### src/rtl/toast_wb_arbiter.sv
// Arbitrates the single regfile write port between pipeline writeback and a buffered
// external result stream, with a starvation stall and a pending-destination scoreboard.
module toast_wb_arbiter #(
   parameter int unsigned REG_DATA_WIDTH     = 32,
   parameter int unsigned REGFILE_ADDR_WIDTH = 5,
   parameter int unsigned EXT_FIFO_DEPTH     = 2,
   parameter int unsigned STARVE_LIMIT       = 4
) (
   input  logic                          clk_i,
   input  logic                          resetn_i,
   input  logic                          pipe_wr_en_i,
   input  logic [REGFILE_ADDR_WIDTH-1:0] pipe_rd_addr_i,
   input  logic [REG_DATA_WIDTH-1:0]     pipe_wr_data_i,
   input  logic                          ext_valid_i,
   output logic                          ext_ready_o,
   input  logic [REGFILE_ADDR_WIDTH-1:0] ext_rd_addr_i,
   input  logic [REG_DATA_WIDTH-1:0]     ext_data_i,
   output logic                          stall_o,
   output logic [REGFILE_ADDR_WIDTH-1:0] rd_addr_o,
   output logic [REG_DATA_WIDTH-1:0]     rd_wr_data_o,
   output logic                          rd_wr_en_o,
   input  logic [REGFILE_ADDR_WIDTH-1:0] q1_addr_i,
   input  logic [REGFILE_ADDR_WIDTH-1:0] q2_addr_i,
   output logic                          q1_pending_o,
   output logic                          q2_pending_o,
   output logic                          protocol_err_o
);

   localparam int unsigned PtrW  = (EXT_FIFO_DEPTH > 1) ? $clog2(EXT_FIFO_DEPTH) : 1;
   localparam int unsigned CntW  = $clog2(EXT_FIFO_DEPTH + 1);
   localparam int unsigned WaitW = (STARVE_LIMIT > 1) ? $clog2(STARVE_LIMIT) : 1;

   typedef enum logic [1:0] {StIdle, StWait, StForce} state_e;

   state_e                        state_q;
   logic [WaitW-1:0]              wait_q;
   logic                          stall_q;
   logic                          perr_q;
   logic [CntW-1:0]               count_q, count_d;
   logic [PtrW-1:0]               rd_ptr_q, wr_ptr_q;
   logic [REGFILE_ADDR_WIDTH-1:0] addr_q [EXT_FIFO_DEPTH];
   logic [REG_DATA_WIDTH-1:0]     data_q [EXT_FIFO_DEPTH];
   logic [EXT_FIFO_DEPTH-1:0]     vld_q;

   logic pipe_use, fifo_ne, pop, push;

   always_comb begin
      pipe_use    = pipe_wr_en_i && (pipe_rd_addr_i != '0);
      fifo_ne     = (count_q != '0);
      pop         = !pipe_use && fifo_ne;
      ext_ready_o = resetn_i && (count_q < CntW'(EXT_FIFO_DEPTH));
      // x0 results are handshaken but never stored
      push        = ext_valid_i && ext_ready_o && (ext_rd_addr_i != '0);
      count_d     = count_q;
      if (push && !pop) begin
         count_d = count_q + CntW'(1);
      end else if (!push && pop) begin
         count_d = count_q - CntW'(1);
      end
   end

   always_comb begin
      rd_wr_en_o   = resetn_i && (pipe_use || fifo_ne);
      rd_addr_o    = pipe_use ? pipe_rd_addr_i : addr_q[rd_ptr_q];
      rd_wr_data_o = pipe_use ? pipe_wr_data_i : data_q[rd_ptr_q];
   end

   // The entry popping this cycle stays pending; the regfile forwards it.
   always_comb begin
      q1_pending_o = 1'b0;
      q2_pending_o = 1'b0;
      for (int i = 0; i < EXT_FIFO_DEPTH; i++) begin
         if (vld_q[i] && (q1_addr_i != '0) && (addr_q[i] == q1_addr_i)) q1_pending_o = 1'b1;
         if (vld_q[i] && (q2_addr_i != '0) && (addr_q[i] == q2_addr_i)) q2_pending_o = 1'b1;
      end
   end

   assign stall_o        = stall_q;
   assign protocol_err_o = perr_q;

   always_ff @(posedge clk_i or negedge resetn_i) begin
      if (!resetn_i) begin
         state_q  <= StIdle;
         wait_q   <= '0;
         stall_q  <= 1'b0;
         perr_q   <= 1'b0;
         count_q  <= '0;
         rd_ptr_q <= '0;
         wr_ptr_q <= '0;
         vld_q    <= '0;
         for (int i = 0; i < EXT_FIFO_DEPTH; i++) begin
            addr_q[i] <= '0;
            data_q[i] <= '0;
         end
      end else begin
         if (push) begin
            addr_q[wr_ptr_q] <= ext_rd_addr_i;
            data_q[wr_ptr_q] <= ext_data_i;
            vld_q[wr_ptr_q]  <= 1'b1;
            wr_ptr_q         <= wr_ptr_q + PtrW'(1);
         end
         if (pop) begin
            vld_q[rd_ptr_q] <= 1'b0;
            rd_ptr_q        <= rd_ptr_q + PtrW'(1);
         end
         count_q <= count_d;
         if (pipe_use && stall_q) perr_q <= 1'b1;

         unique case (state_q)
            StIdle: begin
               wait_q <= '0;
               if (count_d != '0) state_q <= StWait;
            end
            StWait: begin
               if (pop) begin
                  wait_q <= '0;
                  if (count_d == '0) state_q <= StIdle;
               end else if (wait_q == WaitW'(STARVE_LIMIT - 1)) begin
                  wait_q  <= '0;
                  stall_q <= 1'b1;
                  state_q <= StForce;
               end else begin
                  wait_q <= wait_q + WaitW'(1);
               end
            end
            StForce: begin
               // A pipe write during the stall keeps us here until the head drains.
               if (pop) begin
                  wait_q  <= '0;
                  stall_q <= 1'b0;
                  state_q <= (count_d != '0) ? StWait : StIdle;
               end
            end
            default: state_q <= StIdle;
         endcase
      end
   end

endmodule
### config.mk
export PLATFORM = sky130hd
export DESIGN_NAME = toast_wb_arbiter
export DESIGN_NICKNAME = d
export VERILOG_FILES = /design/src/rtl/toast_wb_arbiter.sv
export SDC_FILE = /design/constraint.sdc
export NUM_CORES = 1
export LEC_CHECK = 0
export BUFFER_PORTS_ARGS = -buffer_cell sky130_fd_sc_hd__clkbuf_2
export CAP_MARGIN = 0
export CORE_MARGIN = 5
export CORE_UTILIZATION = 55
export CTS_CLUSTER_SIZE = 10
export DETAILED_ROUTE_END_ITERATION = 6
export PLACE_DENSITY = 0.84
export SLEW_MARGIN = 10
export SYNTH_ARGS = -nofsm -noshare
export SYNTH_HDL_FRONTEND = slang
export SYNTH_SLANG_ARGS = --single-unit
### constraint.sdc
create_clock -name clk_i -period 3.59 [get_ports clk_i]
set_input_delay 0.718 -clock clk_i [delete_from_list [all_inputs] [get_ports clk_i]]
set_output_delay 0.718 -clock clk_i [all_outputs]
set_load 0.05 [all_outputs]
* After elaboration in Yosys (flattened, before gate mapping)
Cells that the tools add are included.
** Cells by class
- Add/sub/neg operators :: 5
- Order comparisons :: 8
- Equality and inequality tests :: 13
- Mux-type cells :: 41
- Bitwise operators :: 5
- Reductions and logical operators :: 37
** Operators by type and width (number)
- $mux 32 :: 5
- $bwmux 64 :: 1
- $demux 32 s1 :: 1
- $mux 5 :: 5
- $mux 2 :: 12
- $eq 5x5->1 :: 4
- $logic_and 1x1->1 :: 20
- $reduce_bool 5->1 :: 4
- $pmux 2 s3 :: 2
- $bwmux 10 :: 1
- $mux 1 :: 10
- $ne 2x2->1 const B :: 4
- $reduce_and 4->1 :: 2
- $ne 3x3->1 const B :: 2
- $reduce_bool 2->1 :: 3
- $demux 5 s1 :: 1
- $add 2x1->2 const B :: 2
- $eq 2x2->1 const B :: 2
- $ge 2x2->1 const B :: 2
- $logic_not 2->1 :: 2
- $lt 1x2->1 const B :: 2
- $not 1->2 :: 2
- $logic_not 1->1 :: 3
- $reduce_bool 3->1 :: 1
- 13 further kinds :: 16
** Storage, ports and cells
- Register bits after elaboration :: 86
- Bits of input ports :: 88
- Output and inout bits :: 43
- Logic and storage cells :: 121

* Logic depth before layout (Yosys ltp)
Gate-level depths: netlist of the first run.
- Depth in word-level cells :: 12
- Mapped depth :: 7
- Mapped depth without buffers :: 7

* Worst setup path before layout of the first run
OpenSTA, ideal clock, no wires.
- Path type :: input port to output port
- Start point :: input port pipe_rd_addr_i[4]
- End point :: output port rd_wr_data_o[18]
- Arrival :: 2562 ps
- Data required time :: 2872 ps
- Setup slack :: 310 ps
- Stages on the path :: 7
- Buffers on the path :: 2
- Cells stage by stage :: nor3_1 -> nand2_1 -> nand2_1 -> clkbuf_1 -> buf_1 -> nor2_1 -> a21oi_1
** Between the ends
- Longest elaborated chain between the ends :: 3
** Ends and longest elaborated chain
- start, declared :: RTL line 12 : input logic [REGFILE_ADDR_WIDTH-1:0] pipe_rd_addr_i,
- $reduce_bool 5->1 :: RTL line 48 : pipe_use = pipe_wr_en_i && (pipe_rd_addr_i != '0);
- $logic_and 1x1->1 :: RTL line 48
- $mux 32 :: RTL line 65 : rd_wr_data_o = pipe_use ? pipe_wr_data_i : data_q[rd_ptr_q];
- end, declared :: RTL line 20 : output logic [REG_DATA_WIDTH-1:0] rd_wr_data_o,
Every way passes these cells.

* Worst setup path in the final report of the first run
- Start point :: input port pipe_rd_addr_i[4]
- End point :: output port rd_wr_data_o[12]
Same word-level chain as after synthesis.

==> results of run 1 <==
-- synthesized netlist by cell type (all sizes together) (2+ instances only) --
library cell	n	area, µm²
nor2b	2	20.0
buf	16	106
clkbuf	5	18.8
o21ai	4	20.0
ha	2	25.0
nand2	7	28.8
xnor2	7	61.3
nor3	2	10.0
xor2	17	149
a21oi	43	215
nand3	6	30.0
or4	3	22.5
mux2i	38	380
inv	4	15.0
nor4	4	25.0
nor2	45	169
dfrtp	86	2150
mux2	75	916
-- cells by family after synthesis --
kind of cell	synth area share
AO/OA/AOI/OAI	0.0714
XOR/XNOR	0.0472
adder cells (fa/ha/maj)	0.00562
buffers and inverters	0.0315
flip-flops	0.483
multiplexers	0.291
AND/OR/NAND/NOR	0.0700
-- power by group --
part           internal, mW  total [mW]  switching (mW)
clock network         0.391       0.731           0.339
registers              1.43        1.76           0.323
logic                 0.939        2.18            1.24
-- worst min-delay path by stage --
| stage | endpoint | cells past startpoint |
|---|---|---|
| after global routing | protocol_err_o | 1 |
| after global placement | protocol_err_o | 1 |
| after detailed placement | protocol_err_o | 1 |
| after CTS | protocol_err_o | 1 |
| after floorplan | addr_q[0] | 0 |
| final | protocol_err_o | 1 |
-- placed cells by master, fill, tap and decap left out, types with 4 or more instances in the layout --
master / count
mux2_4: 19
inv_1: 4
nand2_1: 5
buf_4: 6
mux2i_1: 38
mux2_2: 56
nor4_1: 4
clkbuf_2: 129
nand3_1: 6
clkbuf_8: 9
nor2_1: 45
dfrtp_1: 85
o21ai_0: 4
a21oi_1: 43
xor2_1: 17
xnor2_1: 7
-- flip-flops by register name (all words and copies together), names as in the netlist --
| register | flops |
|---|---|
| protocol_err_o | 1 |
| addr_q | 10 |
| stall_o | 1 |
| vld_q | 2 |
| state_q | 2 |
| rd_ptr_q | 1 |
| count_q | 2 |
| wait_q | 2 |
| data_q | 64 |
| wr_ptr_q | 1 |
-- per-stage QoR --
stage	cell area [µm²]	setup WS (ps)	hold slack, ps
5_1_grt	5380	360	514
4_1_cts	5380	550	479
2_1_floorplan	4450	310	422
3_3_place_gp	5170	655	458
6_report	5380	551	473
3_5_place_dp	5170	557	460
-- layout make-up --
| cell class | instances | area (µm²) |
|---|---|---|
| clock inverters | 6 | 86.3 |
| repair buffers | 136 | 711 |
| multi-input cells | 266 | 2160 |
| well taps | 102 | 128 |
| inverters | 4 | 15.0 |
| flip-flops and latches | 86 | 2150 |
| clock buffers | 10 | 128 |
| fillers | 582 | 2420 |
-- metal layers --
layer	up-vias	track usage	share of wire
met4	0	0.0632	0.013
met2	124	0.349	0.48
met3	12	0.0542	0.079
met5	-	0	0
li1	1584	-	-
met1	1622	0.264	0.43
==> metrics.md, run 1 <==
| Metric | Value |
|---|---|
| First-pass GRT wire length | approximately 17000 µm |
| Post-synth EDFFs | 0 |
| Post-Syn Nets | approximately 470 |
| Max-slew headroom | 0.295 |
| Worst-path clk slew | around 80 ps |
| # placed instances | 594 |
| 1st-pass router iterations | 4 |
| Power Total | ~4.7 mW |
| Initial drt markers | 75 |
| Startpoint types | input port |
| HPWL after DPL | around 7300 µm |
| Avg Inst Size Synth | around 12 µm² |
| Nets@finish | ~590 |
| Clock Tree Root | clkbuf_8 |
| Worst path bufs/invs | 3 |
| CTS tree | yes |
| CP Capture Point | rd_wr_data_o[12] |
| Final period util | 0.847 |
| Worst Clk Skew | between 6 and 7 ps |
| Cells after Synth | approximately 380 |
| # IOs | 131 |
| Critical path arrival | approximately 2300 ps |
| Final Critical Period | approximately 3000 ps |
| Post-CTS Setup Inserts | 0 |
| CP max-delay cell | buf_4 |
| Worst Hold Class | flip-flop to flip-flop |
| Die area | approximately 10000 µm² |
| FMAX | 329 MHz |
| Final wirelength | between 9000 and 10000 µm |
| Maximum vdd drop | about 620 µV |
| Total grt overflow | 0 |
| CP cell instances | clkbuf_2 > nor3_1 > nand2_1 > nand2_2 > buf_4 > nor2_1 > a21oi_1 > clkbuf_2 |
| Tightest Pin Transition | 1060 ps |
| Core ar. | ~8000 µm² |
| Sequential cell area fraction in the yosys report | 0.483 |
| CP startpoint | pipe_rd_addr_i[4] |
| Cts hold-fix bufs | 0 |
| WS Path Type | input port to output pin |
| Layout area overhead | 20.9% |
| Wirelength per Cell | roughly 16 µm |
| Cts bufs inserted | 9 |
| R2R Path Start | count_q[1] |
| Crit. End Element | output pin |
| Final core occ | 0.690 |
| Worst EP required | 2870 ps |
| Setup_tns | 0 ps |
| Slew Viols, Final | 0 |
| Share of layout cells above drive strength 1 | 0.455 |
| Non-filler cells, final | a little over 600 |
| Total number of vias | about 3300 |
| Number of core rows | 32 |
| Critical path depth in cells | 8 |
| YS warnings | 0 |
| PortBufs | 130 |
| Routability cong. | ~0.8 |
| Final Hold Viols | 0 |
| Top_reg_cell synth | dfrtp_1 |
| Die W | 100 µm |
| RSZ-0062 raised after global routing | false |
| Clock buffer depth | 2 |
| Synth unique cells | 36 |
| Post-cts resize count | 0 |
| Sink Count | 86 |
| Power per cell area | slightly below 900 nW/µm² |
| Residual DRC count | 0 |
| CTS H-Tree Depth | 3 |
| Final setup vio count | 0 |
| FFs w/ async S/R, synth | 1.00 |
| Status | finished clean |
| Largest net degree at the start of global routing | between 80 and 90 |
| R2r endpoint | data_q[34] |
| Starting Density | 0.570 |
| Reg2Reg Depth | 5 |
| CP peak stage delay | 390 ps |
| Clock Latency Late Sink | 340 ps |
| Worst hold start | protocol_err_o |
| Detail Route Antenna Nets | 0 |
| GRT Overall Usage | 0.208 |
| Most used cell, CP | clkbuf_2 |
| Max cap viols | 0 |
| Height of the die | roughly 100 µm |
| Flops & latches, synth | 86 |
| N_diodes | 0 |
| Leak | between 2 and 3 nW |
| Maximum fanout along the worst path | ~50 |
| Vias in the first global route | roughly 3500 |
| Synth Cell Area | between 4000 and 5000 µm² |
| Worst R2R Setup Slack | roughly 1000 ps |
| Antenna violations before repair | 0 |
| Top delay family on crit path | buffers and inverters |
| Vias/cell | between 5 and 6 |
Note: power is estimated with default switching activity, not from simulation.
==> run 2: changes to the inputs <==
--- a/config.mk
+++ b/config.mk
@@ -8,10 +8,10 @@
 export BUFFER_PORTS_ARGS = -buffer_cell sky130_fd_sc_hd__clkbuf_2
 export CAP_MARGIN = 0
 export CORE_MARGIN = 5
-export CORE_UTILIZATION = 55
+export CORE_UTILIZATION = 47
 export CTS_CLUSTER_SIZE = 10
 export DETAILED_ROUTE_END_ITERATION = 6
-export PLACE_DENSITY = 0.84
+export PLACE_DENSITY = 0.77
 export SLEW_MARGIN = 10
 export SYNTH_ARGS = -nofsm -noshare
 export SYNTH_HDL_FRONTEND = slang
==> constraint.sdc (replaced) <==
create_clock -name clk_i -period 2.6 [get_ports clk_i]
set_input_delay 0.52 -clock clk_i [delete_from_list [all_inputs] [get_ports clk_i]]
set_output_delay 0.52 -clock clk_i [all_outputs]
set_load 0.05 [all_outputs]
==> metrics.md, run 2 (synthesis results as in run 1) <==
| Metric | Value |
|---|---|
| Worst Clk Skew | 7.19 ps (was 6.60 ps) |
| Crit. End Element | output pin (unchanged) |
| Vias/cell | 5.23 (was 5.48) |
| Final wirelength | 9960 µm (was 9860 µm) |
| 1st-pass router iterations | 4 (unchanged) |
| WS Path Type | flip-flop to output pin (was input port to output pin) |
| Max-slew headroom | 0.584 (was 0.295) |
| Max cap viols | 0 (unchanged) |
| Maximum vdd drop | 574 µV (was 621 µV) |
| Most flop-heavy register | data_q (unchanged) |
| Die area | 11500 µm² (was 10000 µm²) |
| Clock Tree Root | clkbuf_8 (unchanged) |
| Layout area overhead | 25.7% (was 20.9%) |
| Core ar. | 9240 µm² (was 7810 µm²) |
| CTS H-Tree Depth | 3 (unchanged) |
| Clock power frac | 0.149 (was 0.157) |
| Total grt overflow | 0 (unchanged) |
| Met1 WL | 4440 µm (was 4200 µm) |
| PortBufs | 130 (unchanged) |
| Tightest Pin Transition | 622 ps (was 1060 ps) |
| Slew Viols, Final | 0 (unchanged) |
| Clock Latency Late Sink | 340 ps (about the same) |
| CTS tree | yes (unchanged) |
| N_diodes | 0 (unchanged) |
| Leak | 2.71 nW (was 2.66 nW) |
| Largest register FFs | 64 (unchanged) |
| Clock buffer depth | 2 (unchanged) |
| RSZ-0062 raised after global routing | false (unchanged) |
| Largest net degree at the start of global routing | 49 (was 87) |
| Share of layout cells above drive strength 1 | 0.511 (was 0.455) |
| Power Total | 6.53 mW (was 4.66 mW) |
| Most frequent cells in the layout | 129 x clkbuf_2, 85 x dfrtp_1, 56 x mux2_2, 45 x nor2_1, 38 x mux2i_1 (was 129 x clkbuf_2, 85 x dfrtp_1, 56 x mux2_2, 45 x nor2_1, 43 x a21oi_1) |
| Gate power share | 0.478 (was 0.466) |
| Nets@finish | 600 (was 593) |
| Slack of the critical path | 118 ps (was 551 ps) |
| Final period util | 0.955 |
| Initial drt markers | 92 (was 75) |
| Commonest non-fill, non-tap cell in the layout | clkbuf_2 (unchanged) |
| Top flop regs | data_q x64, addr_q x10 (unchanged) |
| Worst-path clk slew | 90 ps (was 80 ps) |
| WL met3 | 722 µm (was 780 µm) |
| Reg power frac | 0.373 (was 0.377) |
| Starting Density | 0.482 (was 0.570) |
| Total number of vias | 3365 (was 3342) |
| Maximum fanout along the worst path | 4 (was 51) |
| # IOs | 131 (unchanged) |
| FMAX | slightly above 400 MHz |
| Residual DRC count | 0 (unchanged) |
| Final Hold Viols | 0 (unchanged) |
| Int Pwr | 3.86 mW (was 2.76 mW) |
| Height of the die | 107 µm (was 100 µm) |
| Vias in the first global route | 3445 (was 3506) |
| Final Critical Period | around 2500 ps |
| Startpoint types | flip-flop (was input port) |
| Placement Setup Slack | 42.0 ps (was 557 ps) |
| Sink Count | 86 (unchanged) |
| Critical path arrival | 1960 ps (was 2320 ps) |
| Sw power | 2.67 mW (was 1.90 mW) |
| Top sig layer | met4 (unchanged) |
| Status | finished clean (unchanged) |
| Routability cong. | 0.892 (was 0.823) |
| Wirelength per Cell | 15.5 µm (was 16.2 µm) |
| Setup_tns | 0 ps (unchanged) |
| HPWL after DPL | 7350 µm (was 7300 µm) |
| Number of fill cells in the layout | 780 (was 582) |
| Worst EP required | 2080 ps (was 2870 ps) |
| Post-CTS Setup Inserts | 0 (unchanged) |
| Routed met2 length | 4720 µm (was 4750 µm) |
| Sw frac | 0.409 (was 0.407) |
| Power per cell area | 1170 nW/µm² (was 866 nW/µm²) |
| Cts bufs inserted | 9 (unchanged) |
| GRT Overall Usage | 0.177 (was 0.208) |
| First-pass GRT wire length | 16300 µm (was 16600 µm) |
| Antenna violations before repair | 0 (unchanged) |
| Die W | 107 µm (was 100 µm) |
| Number of core rows | 35 (was 32) |
| Detail Route Antenna Nets | 0 (unchanged) |
| Worst Hold Class | input port to asynchronous set/reset pin (was flip-flop to flip-flop) |
| Final setup vio count | 0 (unchanged) |
==> run 2: cell count changes in the layout (fill, tap and decap cells not counted) <==
cell | previous run | this run
nor3_1 | 2 | 1
bufinv_16 | 2 | 1
buf_12 | 1 | 4
buf_4 | 6 | 10
clkinv_2 | 2 | 0
clkinvlp_4 | 1 | 2
inv_6 | 0 | 1
a21oi_2 | 0 | 24
a21oi_1 | 43 | 19
clkinv_4 | 1 | 0
nor3_2 | 0 | 1
clkbuf_8 | 9 | 11
==> run 2: worst paths after layout <==
check                                from           end  slack [ps]  cells after the start
setup / recovery                addr_q[9]  q2_pending_o         120                      5
max in group asynchronous        resetn_i      rd_ptr_q        1370                      3
min in group clk_i         ext_data_i[21]    data_q[53]         420                      2
hold / removal                   resetn_i    data_q[50]         230                      2
setup reg to reg               count_q[1]    data_q[46]         350                      5
hold reg to reg                 wait_q[0]     wait_q[0]         490                      1
==> run 2: what timing repair did <==
item | 4_1_cts | 5_1_grt
endpoints found under the setup margin | 0 | 29
gates resized for setup | 0 | 1
hold buffers | 0 | 0
hold endpoints to repair | 0 | 0
==> run 2: stage by stage <==
step                      hold slack [ps]  utilization  std cells  instance area (µm²)
after floorplan                       224            -        377                 4540
after global placement                460        0.583        628                 5380
after detailed placement              474        0.583        628                 5380
after CTS                             235        0.605        644                 5590
after global routing                  261        0.606        644                 5600
final                                 233        0.606        644                 5600
==> run 2: cell type report <==
type | count | area (µm²) | share of cell area
well taps | 129 | 161 | 0.0288
inverters | 4 | 15.0 | 0.00268
multi-input cells | 266 | 2260 | 0.403
clock inverters | 4 | 53.8 | 0.00961
clock buffers | 12 | 155 | 0.0277
repair buffers | 143 | 801 | 0.143
flip-flops and latches | 86 | 2150 | 0.385
==> run 2: power by group through the flow <==
| stage | combinational [mW] | clock, mW | sequential (mW) |
|---|---|---|---|
| floorplan | 2.55 | 0 | 2.31 |
| global placement | 3.07 | 0 | 2.42 |
| global route | 3.36 | 1.06 | 2.52 |
| CTS | 3.15 | 0.999 | 2.44 |
| detailed placement | 3.14 | 0 | 2.46 |
| finish | 3.12 | 0.972 | 2.43 |
==> run 2: metal layers <==
layer  up-vias  GRT usage
met5         -          0
li1       1602          -
met3         8     0.0606
met4         0     0.0361
met2       102      0.290
met1      1653      0.228
==> run 2: critical path, cell delays in order, from the launching register on <==
cell	delay, ps
dfrtp_1	460
xor2_1	190
nor4_1	320
nand3_1	130
a21oi_1	210
clkbuf_2	310
